## src/rtl/seq_multiplier_pkg.sv

```systemverilog
// mult_pkg: state encoding and counter sizing shared by the sequential multiplier
package mult_pkg;
    typedef enum logic [1:0] {IDLE = 2'd0, BUSY = 2'd1, DONE = 2'd2} state_t;
    function automatic int clog2(input int v);
        int r = 0;
        while ((1 << r) < v) r++;
        return r;
    endfunction
endpackage

```

## src/rtl/seq_multiplier_if.sv

```systemverilog
// seq_multiplier_if: operand/product valid-ready bus for the sequential multiplier
interface seq_multiplier_if #(
    parameter int WIDTH = 32
);
    logic in_valid, in_ready, signed_mode, out_valid, out_ready;
    logic [WIDTH-1:0] A, B;
    logic [2*WIDTH-1:0] P;
    modport master (
        output in_valid, A, B, signed_mode, out_ready,
        input  in_ready, out_valid, P
    );
    modport slave (
        input  in_valid, A, B, signed_mode, out_ready,
        output in_ready, out_valid, P
    );
endinterface

```

## src/rtl/seq_multiplier_datapath.sv

```systemverilog
// seq_mult_datapath: magnitude conversion, radix-2 add/shift accumulator and final sign fix-up
module seq_mult_datapath #(
    parameter int WIDTH = 32
) (
    input  logic               clk,
    input  logic               rst_n,
    input  logic               load,
    input  logic               step,
    input  logic               last,
    input  logic [WIDTH-1:0]   a,
    input  logic [WIDTH-1:0]   b,
    input  logic               signed_mode,
    output logic [2*WIDTH-1:0] p
);
    logic [WIDTH-1:0] mcand, mplier;
    logic [2*WIDTH-1:0] acc, acc_nx;
    logic [WIDTH:0] sum;
    logic neg;
    // -(-2^(W-1)) wraps to 2^(W-1), which is the correct unsigned magnitude
    function automatic logic [WIDTH-1:0] mag(input logic [WIDTH-1:0] x, input logic s);
        return (s && x[WIDTH-1]) ? -x : x;
    endfunction
    assign sum = {1'b0, acc[2*WIDTH-1:WIDTH]} + {1'b0, mplier[0] ? mcand : '0};
    assign acc_nx = {sum, acc[WIDTH-1:1]};
    always_ff @(posedge clk or negedge rst_n) begin
        if (!rst_n) begin
            mcand  <= '0;
            mplier <= '0;
            acc    <= '0;
            neg    <= 1'b0;
            p      <= '0;
        end else if (load) begin
            mcand  <= mag(a, signed_mode);
            mplier <= mag(b, signed_mode);
            acc    <= '0;
            neg    <= signed_mode && (a[WIDTH-1] ^ b[WIDTH-1]);
        end else if (step) begin
            acc    <= acc_nx;
            mplier <= mplier >> 1;
            if (last)
                p <= neg ? -acc_nx : acc_nx;
        end
    end
endmodule

```

## src/rtl/seq_multiplier.sv

```systemverilog
// seq_multiplier: fixed-latency shift-add multiplier, one product per WIDTH+2 cycles over valid/ready
module seq_multiplier
    import mult_pkg::*;
#(
    parameter int WIDTH = 32
) (
    input  logic            clk,
    input  logic            rst_n,
    seq_multiplier_if.slave bus
);
    localparam int CW = clog2(WIDTH + 1);
    state_t state, state_nx;
    logic [CW-1:0] cnt;
    logic accept, last, busy;
    assign bus.in_ready  = (state == IDLE);
    assign bus.out_valid = (state == DONE);
    assign busy   = (state == BUSY);
    assign accept = bus.in_valid && bus.in_ready;
    assign last   = busy && (cnt == CW'(1));
    always_comb begin
        state_nx = state;
        state_nx = accept ? BUSY
                 : last ? DONE
                 : (bus.out_valid && bus.out_ready) ? IDLE
                 : state;
    end
    always_ff @(posedge clk or negedge rst_n) begin
        if (!rst_n) begin
            state <= IDLE;
            cnt   <= '0;
        end else begin
            state <= state_nx;
            cnt   <= accept ? CW'(WIDTH) : busy ? cnt - CW'(1) : cnt;
        end
    end
    seq_mult_datapath #(.WIDTH(WIDTH)) u_dp (
        .clk         (clk),
        .rst_n       (rst_n),
        .load        (accept),
        .step        (busy),
        .last        (last),
        .a           (bus.A),
        .b           (bus.B),
        .signed_mode (bus.signed_mode),
        .p           (bus.P)
    );
endmodule

```

## src/flat_wrapper.sv

```systemverilog
// flat-port wrapper written by rule: the top's interface ports become plain ports
module seq_multiplier_flat import mult_pkg::*;
#(
    parameter int WIDTH = 32
)
  (clk, rst_n, bus_in_valid, bus_A, bus_B, bus_signed_mode, bus_out_ready, bus_in_ready, bus_out_valid, bus_P);
  seq_multiplier_if #(.WIDTH(WIDTH)) bus_i ();
  input  logic clk;
  input  logic rst_n;
  input wire logic [$bits(bus_i.in_valid)-1:0] bus_in_valid;
  input wire logic [$bits(bus_i.A)-1:0] bus_A;
  input wire logic [$bits(bus_i.B)-1:0] bus_B;
  input wire logic [$bits(bus_i.signed_mode)-1:0] bus_signed_mode;
  input wire logic [$bits(bus_i.out_ready)-1:0] bus_out_ready;
  output wire logic [$bits(bus_i.in_ready)-1:0] bus_in_ready;
  output wire logic [$bits(bus_i.out_valid)-1:0] bus_out_valid;
  output wire logic [$bits(bus_i.P)-1:0] bus_P;
  assign bus_i.in_valid = bus_in_valid;
  assign bus_i.A = bus_A;
  assign bus_i.B = bus_B;
  assign bus_i.signed_mode = bus_signed_mode;
  assign bus_i.out_ready = bus_out_ready;
  assign bus_in_ready = bus_i.in_ready;
  assign bus_out_valid = bus_i.out_valid;
  assign bus_P = bus_i.P;
  seq_multiplier #(.WIDTH(WIDTH)) u_core (.clk(clk), .rst_n(rst_n), .bus(bus_i));
endmodule
```

## config.mk

```make
export PLATFORM = sky130hd
export DESIGN_NAME = seq_multiplier_flat
export DESIGN_NICKNAME = d
export VERILOG_FILES = /design/src/rtl/seq_multiplier_pkg.sv /design/src/rtl/seq_multiplier_if.sv /design/src/rtl/seq_multiplier_datapath.sv /design/src/rtl/seq_multiplier.sv /design/src/flat_wrapper.sv
export SDC_FILE = /design/constraint.sdc
export NUM_CORES = 1
export LEC_CHECK = 0
export CORE_AREA = 2 2 175 177
export DETAILED_ROUTE_END_ITERATION = 6
export DIE_AREA = 0 0 177 179
export GPL_TIMING_DRIVEN = 1
export PLACE_DENSITY_LB_ADDON = 0.2
export SLEW_MARGIN = 20
export SYNTH_ARGS = -nofsm -noshare
export SYNTH_HDL_FRONTEND = slang
export SYNTH_SLANG_ARGS = --single-unit
export TNS_END_PERCENT = 30
```

## constraint.sdc

```tcl
create_clock -name clk -period 6.31 [get_ports clk]
set_input_delay 0.9465 -clock clk [delete_from_list [all_inputs] [get_ports clk]]
set_output_delay 0.9465 -clock clk [all_outputs]
set_load 0.005 [all_outputs]
```

=== Word level (Yosys, flattened, before mapping) ===
Cells that the tools add are included.
W data, S select, Z words.

* Output and inout bits: 66
* Register bits: 201
* Bits of input ports: 69
* Word-level logic and storage cells: 40

* Bitwise logic cells: 2
* Mux-type cells: 13
* Add/subtract/negate cells: 5
* Reduce and logical (&&, ||, !) cells: 10
* Equality and inequality tests: 3

{| class="wikitable"
|+ Operator list
! operator !! count
|-
| $mux W64 || 3
|-
| $mux W32 || 5
|-
| $neg A32 Y32 || 2
|-
| $neg A64 Y64 || 1
|-
| $add A32 B32 Y33 || 1
|-
| $mux W6 || 2
|-
| $eq A6 B1 Y1 const B || 1
|-
| $logic_and A1 B1 Y1 || 6
|-
| $mux W2 || 3
|-
| $sub A6 B1 Y6 const B || 1
|-
| $reduce_and A3 Y1 || 1
|-
| $reduce_bool A3 Y1 || 1
|-
| $eq A2 B1 Y1 const B || 1
|-
| $eq A2 B2 Y1 const B || 1
|-
| $logic_not A2 Y1 || 1
|-
| $reduce_bool A2 Y1 || 1
|-
| $not A1 Y1 || 1
|-
| $xor A1 B1 Y1 || 1
|}

=== Depth between registers and ports, before layout ===
Gate-level depths: netlist (run 1).

* Depth after elaboration: 5
* Depth in mapped cells: 14
* Depth with buffers taken out: 13

=== Hierarchy ===
From an unflattened synthesis (run 1), not the netlist that was laid out.

* Cells, all modules: 1449
* Area, all modules: 12817.3 um^2

{| class="wikitable"
|+ By module, submodules not included
! module !! seq. area each (um^2) !! cells an instance !! times used !! area an instance (um^2)
|-
| seq_mult_datapath || 4804.6 || 1406 || 1 || 12383.1
|-
| seq_multiplier || 200.2 || 43 || 1 || 434.2
|}

=== Least setup slack after synthesis (run 1) ===
Ideal clock, no wire load.

* Kind: register to register
* Start: reg u_core.u_dp.mplier[0]
* End: reg u_core.u_dp.p[49]
* Cell stages (with the launch flop): 15
* Setup time: 130 ps
* Path buffers: 1
* Data required time: 6180 ps
* Slack: 2755 ps
* Arrival: 3424 ps
* Clock period less this slack: 3555 ps
* Cell sequence: dfrtp_1 and2_1 ha_1 fa_1 a21o_1 a221o_1 buf_6 a41o_1 a211oi_4 nand4bb_4 or2_1 or3_1 o41ai_2 xor2_1 o21ai_1

* Longest elaborated chain between the ends: 4

{| class="wikitable"
|+ RTL lines
! item !! RTL line !! RTL
|-
| start: declaration || seq_multiplier_datapath.sv:15 || <nowiki>logic [WIDTH-1:0] mcand, mplier;</nowiki>
|-
| start signal: assignment || seq_multiplier_datapath.sv:34 || <nowiki>mplier <= mag(b, signed_mode);</nowiki>
|-
| start signal: assignment || seq_multiplier_datapath.sv:39 || <nowiki>mplier <= mplier >> 1;</nowiki>
|-
| $mux W32 * || seq_multiplier_datapath.sv:23 || <nowiki>assign sum = {1'b0, acc[2*WIDTH-1:WIDTH]} + {1'b0, mplier[0] ? mcand : '0};</nowiki>
|-
| $add A32 B32 Y33 * || seq_multiplier_datapath.sv:23 ||
|-
| $neg A64 Y64 || seq_multiplier_datapath.sv:41 || <nowiki>p <= neg ? -acc_nx : acc_nx;</nowiki>
|-
| $mux W64 * || seq_multiplier_datapath.sv:41 ||
|-
| end signal: assignment || seq_multiplier_datapath.sv:41 ||
|-
| end: declaration || seq_multiplier_datapath.sv:13 || <nowiki>output logic [2*WIDTH-1:0] p</nowiki>
|}

Every way passes the cells marked *; elsewhere a longest branch is shown, timed or not.
A chain may end at the register's enable or synchronous reset.

=== Worst setup path after layout (run 1) ===
* Start: reg u_core.u_dp.mplier[0]
* End: reg u_core.u_dp.p[61]

The elaborated chain is that of the path after synthesis.

==> results.json, run 1 <==
{
  "status": "complete, no violations",
  "vdd_ir_drop_max_mv": 0.1867,
  "syn_nets": 1578,
  "clock_network_fraction_of_design_power_pct": 45.1,
  "setup-violations-final": 0,
  "timing.critical_path.from_type": "register",
  "finalHoldViolCount": 0,
  "cts_made_buffers": 17,
  "synthesis.instances": 1471,
  "initial_core_utilization_pct": 41.35,
  "worst_slew_pin_slew_ns": 1.007,
  "relSlewSlack_pct": 32.87,
  "pwr-share-seq_pct": 49.2,
  "cts.clk_slew.worst_paths_ns": 0.08,
  "postSynthAreaPerCell_sq_um": 8.442,
  "die_width_um": 177,
  "post_drt_via_cell_ratio": 5.472,
  "ctsLongestPathBuffers": 2,
  "design.final.nets": 1653,
  "fin_setup_tns_ns": 0,
  "floorplan.die.height_um": 179,
  "synth_enable_flop_cells": 0,
  "timing.critical_path.fanout_max": 33,
  "sw_frac_of_total_pct": 25.51,
  "max_clock_freq_mhz": 221.8,
  "clk_latency_ns": 0.45,
  "synthesis.area_sq_um": 12420,
  "timing.max_cap.violations": 0,
  "finClkSkew_ns": 0.01693,
  "synth_seq_cells": 200,
  "power.switching_w": 0.0006636,
  "synth.lib_cells_used.distinct": 72,
  "dr.pass1.iters": 5,
  "area_share_of_the_largest_cell_type_after_synthesis_pct": 40.30,
  "post_cts_sizing": 0,
  "power_report.internal_total_w": 0.001937,
  "antennaDiodeCount": 0,
  "cts.sinks": 200,
  "final_weighted_congestion_in_routability_driven_placement": 0.9203,
  "clock_tree_from_tritoncts": "yes",
  "rsz_0062_raised_after_global_routing": "no",
  "netlist.top_cell.by_area": "sky130_fd_sc_hd__dfrtp_1",
  "worstRegToRegCells": 13,
  "numPortBuffers": 134,
  "cts_post_setup_buffers_inserted": 0,
  "worstSetupPathType": "reg -> reg",
  "drt_iter0_drc": 708,
  "yosys-top-cells-area": "sky130_fd_sc_hd__dfrtp_1 40%, sky130_fd_sc_hd__o21ai_0 8.6%, sky130_fd_sc_hd__nand2_1 8.0%",
  "ys.flop_type": "sky130_fd_sc_hd__dfrtp_1",
  "warnings_synthesis": 0,
  "grt_util_all_layers_pct": 20.12,
  "wl_mm": 31.33,
  "async_reset_ff_share_pct": 100.0,
  "timing.hold.worst.class": "in -> async",
  "flow.area_growth_from_synthesis_pct": 17.97,
  "number_of_rows_in_the_core_area": 64,
  "drive_gt1_share_pct": 4.490,
  "detailroute.via_count": 10697,
  "slew_violations": 0,
  "count_of_unresolved_drc_violations_after_routing": 0,
  "clockRootBuffer": "sky130_fd_sc_hd__clkbuf_16",
  "setup_slack_ns": 1.801,
  "grt_antenna_before_repair": 0,
  "ioPinCount": 135,
  "grt-ovfl-total": 0,
  "power_per_cell_area_nw_per_um2": 177.5,
  "finalCriticalPeriod_ns": 4.509,
  "dpl.hpwl_mm": 22.94,
  "grt_start_max_net_pins": 120,
  "grt_first_pass_wirelength_mm": 51.18,
  "cp.required_ns": 6.60,
  "share_comb_of_total_power_pct": 5.7,
  "cts_hold_buffers": 0,
  "synth.yosys.seq_area_share_pct": 40.30,
  "power_leakage_nw": 6.223,
  "ant_nets": 0,
  "cts_htree_levels": 4,
  "critical_path_at_ns": 4.80,
  "critical_path_sink_type": "register",
  "post-place-ws_ns": 1.827,
  "wl_per_cell_um": 16.03,
  "first_global_vias": 9898,
  "timing.final.crit_share_pct": 71.46,
  "die_area_sq_um": 31680,
  "fin_worst_hold_slack_ns": 0.4618,
  "core_area_sq_um": 30030
}
[synthesized netlist by cell type (all sizes together), types with 2 or more instances]
master	instances
o21ai	235
ha	37
o41ai	14
a22o	3
nand4	19
o211ai	7
buf	14
dfrtp	200
nor3b	2
nand3b	3
mux2i	6
xnor2	69
nand2b	5
xor2	73
a22oi	31
o21a	5
a21o	12
nor3	19
inv	20
nor2	69
o21bai	3
o31ai	24
nor2b	7
nand3	49
nor4	15
a211o	2
or2	5
and2	38
o2111ai	2
a221o	2
or4	12
and4	7
a21oi	65
a21boi	2
a211oi	13
or3	9
a31oi	8
nand2	264
and3	8
clkbuf	74
[state kept, by name, summed over array words and instances (netlist names)]
name,flops
u_core.u_dp.acc,63
u_core.u_dp.mplier,32
u_core.state,2
u_core.u_dp.mcand,32
u_core.u_dp.neg,1
u_core.u_dp.p,64
u_core.cnt,6
[path summary, 6_finish.rpt]
check | from | to | slack [ns]
min in group clk | u_core.u_dp.mcand[8]$_DFFE_PN0P_ | u_core.u_dp.mcand[8]$_DFFE_PN0P_ | 0.48
worst min-delay path | rst_n | u_core.u_dp.p[44]$_DFFE_PN0P_ | 0.46
max in group asynchronous | rst_n | u_core.u_dp.mplier[7]$_DFFE_PN0P_ | 4.52
worst max register to register | u_core.u_dp.mplier[0]$_DFFE_PN0P_ | u_core.u_dp.p[61]$_DFFE_PN0P_ | 1.80
worst max-delay path | u_core.u_dp.mplier[0]$_DFFE_PN0P_ | u_core.u_dp.p[61]$_DFFE_PN0P_ | 1.80
worst min register to register | u_core.u_dp.mcand[8]$_DFFE_PN0P_ | u_core.u_dp.mcand[8]$_DFFE_PN0P_ | 0.48
[power by group through the flow]
stage                     combinational (W)  sequential (W)  clock, W
after global placement             0.000150         0.00131         0
final                              0.000148         0.00128   0.00117
after floorplan                   0.0000534         0.00131         0
after CTS                          0.000152         0.00128   0.00120
after global routing               0.000166         0.00128   0.00126
after detailed placement           0.000152         0.00131         0
[layout make-up]
| class | count | area (sq um) |
|---|---|---|
| multi-input combinational | 1163 | 7019 |
| clock buffer | 17 | 425.4 |
| inverter | 20 | 75.07 |
| tap | 396 | 495.5 |
| fill | 2951 | 15380 |
| sequential | 200 | 5005 |
| timing repair buffer | 144 | 1420 |
| clock inverter | 15 | 210.2 |
[kinds of logic after synthesis]
logic type / after synthesis / share of synthesized area (%)
multiplexers: 6 / 0.4836
AO/OA/AOI/OAI: 442 / 21.54
adder cells (fa/ha/maj): 38 / 3.889
AND/OR/NAND/NOR: 535 / 20.31
XOR/XNOR: 142 / 10.08
flip-flops: 200 / 40.30
buffers and inverters: 108 / 3.395
[metrics by stage]
stage	util, %	power (W)	std cells	area [sq um]
global placement	46.67	0.001456	1923	14010
finish	48.79	0.002601	1955	14650
floorplan	-	0.001360	1471	12420
global route	48.79	0.002705	1955	14650
detailed placement	46.67	0.001458	1923	14010
CTS	48.79	0.002632	1955	14650
[per-layer routing]
| layer | up-vias | wire [um] | GRT usage (%) |
|---|---|---|---|
| met4 | 0 | 414 | 4.545 |
| met2 | 247 | 13380 | 29.67 |
| li1 | 5381 | - | - |
| met3 | 24 | 1340 | 2.587 |
| met1 | 5045 | 16200 | 31.12 |
| met5 | - | 0 | 0 |
[critical path: stages (launching register included)]
cell and delay [ns]:
sky130_fd_sc_hd__dfrtp_1 0.69, sky130_fd_sc_hd__and2_1 0.30, sky130_fd_sc_hd__ha_1 0.21, sky130_fd_sc_hd__fa_1 0.41
sky130_fd_sc_hd__a21o_1 0.20, sky130_fd_sc_hd__a221o_1 0.47, sky130_fd_sc_hd__xnor2_1 0.36, sky130_fd_sc_hd__and3_1 0.28
sky130_fd_sc_hd__nand3_1 0.22, sky130_fd_sc_hd__nor4_2 0.35, sky130_fd_sc_hd__nand4_1 0.32, sky130_fd_sc_hd__o31ai_2 0.29
sky130_fd_sc_hd__xor2_1 0.17, sky130_fd_sc_hd__o21ai_1 0.08
[cells in the final DEF (no fill, tap or decap), types with 9 or more instances in the layout]
master                            Yosys  layout
sky130_fd_sc_hd__and2_1              38      38
sky130_fd_sc_hd__xor2_1              72      72
sky130_fd_sc_hd__xnor2_1             69      69
sky130_fd_sc_hd__o21ai_0            214     214
sky130_fd_sc_hd__nand2_1            264     262
sky130_fd_sc_hd__clkbuf_16            0      17
sky130_fd_sc_hd__a211oi_1            10      10
sky130_fd_sc_hd__o31ai_1             22      22
sky130_fd_sc_hd__nor4_1              13      13
sky130_fd_sc_hd__nand3_1             49      49
sky130_fd_sc_hd__inv_1               20      20
sky130_fd_sc_hd__nor2_1              69      68
sky130_fd_sc_hd__nand4_1             19      19
sky130_fd_sc_hd__a21oi_1             64      64
sky130_fd_sc_hd__a22oi_1             30      30
sky130_fd_sc_hd__o21ai_1             21      21
sky130_fd_sc_hd__nor3_1              17      17
sky130_fd_sc_hd__dfrtp_1            200     200
sky130_fd_sc_hd__o41ai_1             12      12
sky130_fd_sc_hd__or3_1                9       9
sky130_fd_sc_hd__buf_4                0      10
sky130_fd_sc_hd__clkdlybuf4s50_1      0     133
sky130_fd_sc_hd__a21o_1              12      12
sky130_fd_sc_hd__or4_1               12      12
sky130_fd_sc_hd__ha_1                37      37
Note: power is estimated with default switching activity, not from simulation.
==> run 2: changes to the inputs <==
==> constraint.sdc (replaced) <==
create_clock -name clk -period 3.9 [get_ports clk]
set_input_delay 0.585 -clock clk [delete_from_list [all_inputs] [get_ports clk]]
set_output_delay 0.585 -clock clk [all_outputs]
set_load 0.005 [all_outputs]
==> results.json, run 2 (synthesis gave the netlist of run 1 again) <==
{
  "status": "complete, no violations",
  "cts.sinks": 200,
  "initial_core_utilization_pct": 41.35,
  "cp.required_ns": 4.21,
  "cts_htree_levels": 4,
  "grt_antenna_before_repair": 0,
  "clk_latency_ns": 0.44,
  "critical_path.max_stage_delay_ns": 0.42,
  "relSlewSlack_pct": 38.09,
  "clock_tree_from_tritoncts": "yes",
  "grt_first_pass_wirelength_mm": 52.48,
  "timing.max_cap.violations": 0,
  "timing.final.crit_share_pct": 96.33,
  "core_area_sq_um": 30030,
  "vdd_ir_drop_max_mv": 0.2819,
  "critical_path.top_delay_family": "compound AO/OA/AOI/OAI gates",
  "ctsLongestPathBuffers": 2,
  "count_of_unresolved_drc_violations_after_routing": 0,
  "finalCriticalPeriod_ns": 3.757,
  "critical_path_sink_type": "register",
  "grt_start_max_net_pins": 108,
  "crit_path_top_delay_cell": "sky130_fd_sc_hd__dfrtp_1",
  "timing.critical_path.from_type": "register",
  "grt_util_all_layers_pct": 20.65,
  "dpl.hpwl_mm": 24.34,
  "antennaDiodeCount": 0,
  "register_with_the_most_flip_flops": "u_core.u_dp.p",
  "setup_slack_ns": 0.1432,
  "critical_path_at_ns": 4.07,
  "flow.area_growth_from_synthesis_pct": 23.85,
  "post_drt_via_cell_ratio": 5.361,
  "ant_nets": 0,
  "final_common_cell": "sky130_fd_sc_hd__nand2_1",
  "power_per_cell_area_nw_per_um2": 270.5,
  "largest_register_ff_count": 64,
  "finClkSkew_ns": 0.01633,
  "rr_startpoint": "u_core.u_dp.mplier[0]$_DFFE_PN0P_",
  "rrSetupSlack_ns": 0.14,
  "largest_registers_in_the_final_layout": "u_core.u_dp.p (64), u_core.u_dp.acc (63)",
  "fin_worst_hold_slack_ns": 0.2148,
  "design.final.nets": 1736,
  "finalHoldViolCount": 0,
  "slew_violations": 0,
  "drt_iter0_drc": 625,
  "die_area_sq_um": 31680,
  "dp_area_sq_um": 14640,
  "ioPinCount": 135,
  "setup-violations-final": 0,
  "wl_mm": 32.42,
  "postLayoutCellArea_sq_um": 15380,
  "worstSetupPathType": "reg -> reg",
  "post-place-ws_ns": 0.08777,
  "power_leakage_nw": 6.682,
  "detailroute.via_count": 10926,
  "timing.critical_path.cells": "and2_1 -> ha_1 -> fa_1 -> a21o_1 -> a221o_2 -> a41o_1 -> a211oi_4 -> nand4bb_4 -> nor4_1 -> nand4_1 -> o41ai_2 -> xor2_1 -> o21ai_1",
  "timing.critical_path.fanout_max": 6,
  "worstRegToRegCells": 13,
  "layout.cells.most_common_list": "262 x sky130_fd_sc_hd__nand2_1, 212 x sky130_fd_sc_hd__o21ai_0, 200 x sky130_fd_sc_hd__dfrtp_1",
  "ff_latch_area_sq_um": 5005,
  "drive_gt1_share_pct": 10.35,
  "cts.clk_slew.worst_paths_ns": 0.09,
  "critPathBufInv": 0,
  "numPortBuffers": 134,
  "clockRootBuffer": "sky130_fd_sc_hd__clkbuf_16",
  "timing.hold.worst.class": "in -> async",
  "final.fill_count": 2896,
  "multi_input_area_sq_um": 7127,
  "die_width_um": 177,
  "first_global_vias": 10193,
  "fin_setup_tns_ns": 0,
  "dr.pass1.iters": 5,
  "cts_made_buffers": 17,
  "rsz_0062_raised_after_global_routing": "yes",
  "max_clock_freq_mhz": 266.2,
  "final_weighted_congestion_in_routability_driven_placement": 0.9089,
  "number_of_rows_in_the_core_area": 64,
  "floorplan.die.height_um": 179,
  "wl_per_cell_um": 15.91,
  "grt-ovfl-total": 0,
  "worst_slew_pin_slew_ns": 0.9287,
  "rr_endpoint": "u_core.u_dp.p[62]$_DFFE_PN0P_"
}
run 2: repair_timing:
| action | 4_1_cts | 5_1_grt |
|---|---|---|
| setup buffers | 0 | 3 |
| hold buffers | 0 | 0 |
| setup endpoints to repair | 0 | 14 |
| resized for setup | 0 | 23 |
run 2: final cells by class:
cell class                 instances  share of cell area, %
multi-input combinational       1163                  46.34
sequential                       200                  32.54
timing repair buffer             227                  13.45
tap                              396                  3.222
clock buffer                      17                  2.766
clock inverter                    15                  1.196
inverter                          20                 0.4881
run 2: how the worst max path moves through the flow:
stage	from	end	cells past startpoint
2_1_floorplan	u_core.u_dp.mplier[0]$_DFFE_PN0P_	u_core.u_dp.p[49]$_DFFE_PN0P_	14
3_3_place_gp	u_core.u_dp.mplier[0]$_DFFE_PN0P_	u_core.u_dp.p[61]$_DFFE_PN0P_	15
3_5_place_dp	u_core.u_dp.mplier[0]$_DFFE_PN0P_	u_core.u_dp.p[62]$_DFFE_PN0P_	15
4_1_cts	u_core.u_dp.mplier[0]$_DFFE_PN0P_	u_core.u_dp.p[62]$_DFFE_PN0P_	15
5_1_grt	u_core.u_dp.mplier[0]$_DFFE_PN0P_	u_core.u_dp.p[61]$_DFFE_PN0P_	14
6_report	u_core.u_dp.mplier[0]$_DFFE_PN0P_	u_core.u_dp.p[62]$_DFFE_PN0P_	13
run 2: layer usage:
metal | vias up | part of all wire, % | track usage, %
met5 | - | 0 | 0
li1 | 5535 | - | -
met2 | 235 | 44 | 31.91
met1 | 5126 | 50 | 30.66
met4 | 0 | 1.4 | 5.200
met3 | 30 | 4.6 | 2.439
run 2: per-stage QoR:
stage	total power, W	std cells	util [%]
finish	0.004160	2038	51.22
global route	0.004319	2038	51.22
CTS	0.004205	2035	50.78
detailed placement	0.002360	2003	48.75
global placement	0.002358	2003	48.75
floorplan	0.002200	1471	-
run 2: where the power goes:
| group | switching, W | internal [W] |
|---|---|---|
| combinational | 0.000128 | 0.000115 |
| sequential | 0 | 0.00207 |
| clock | 0.000958 | 0.000887 |
| total | 0.00109 | 0.00307 |
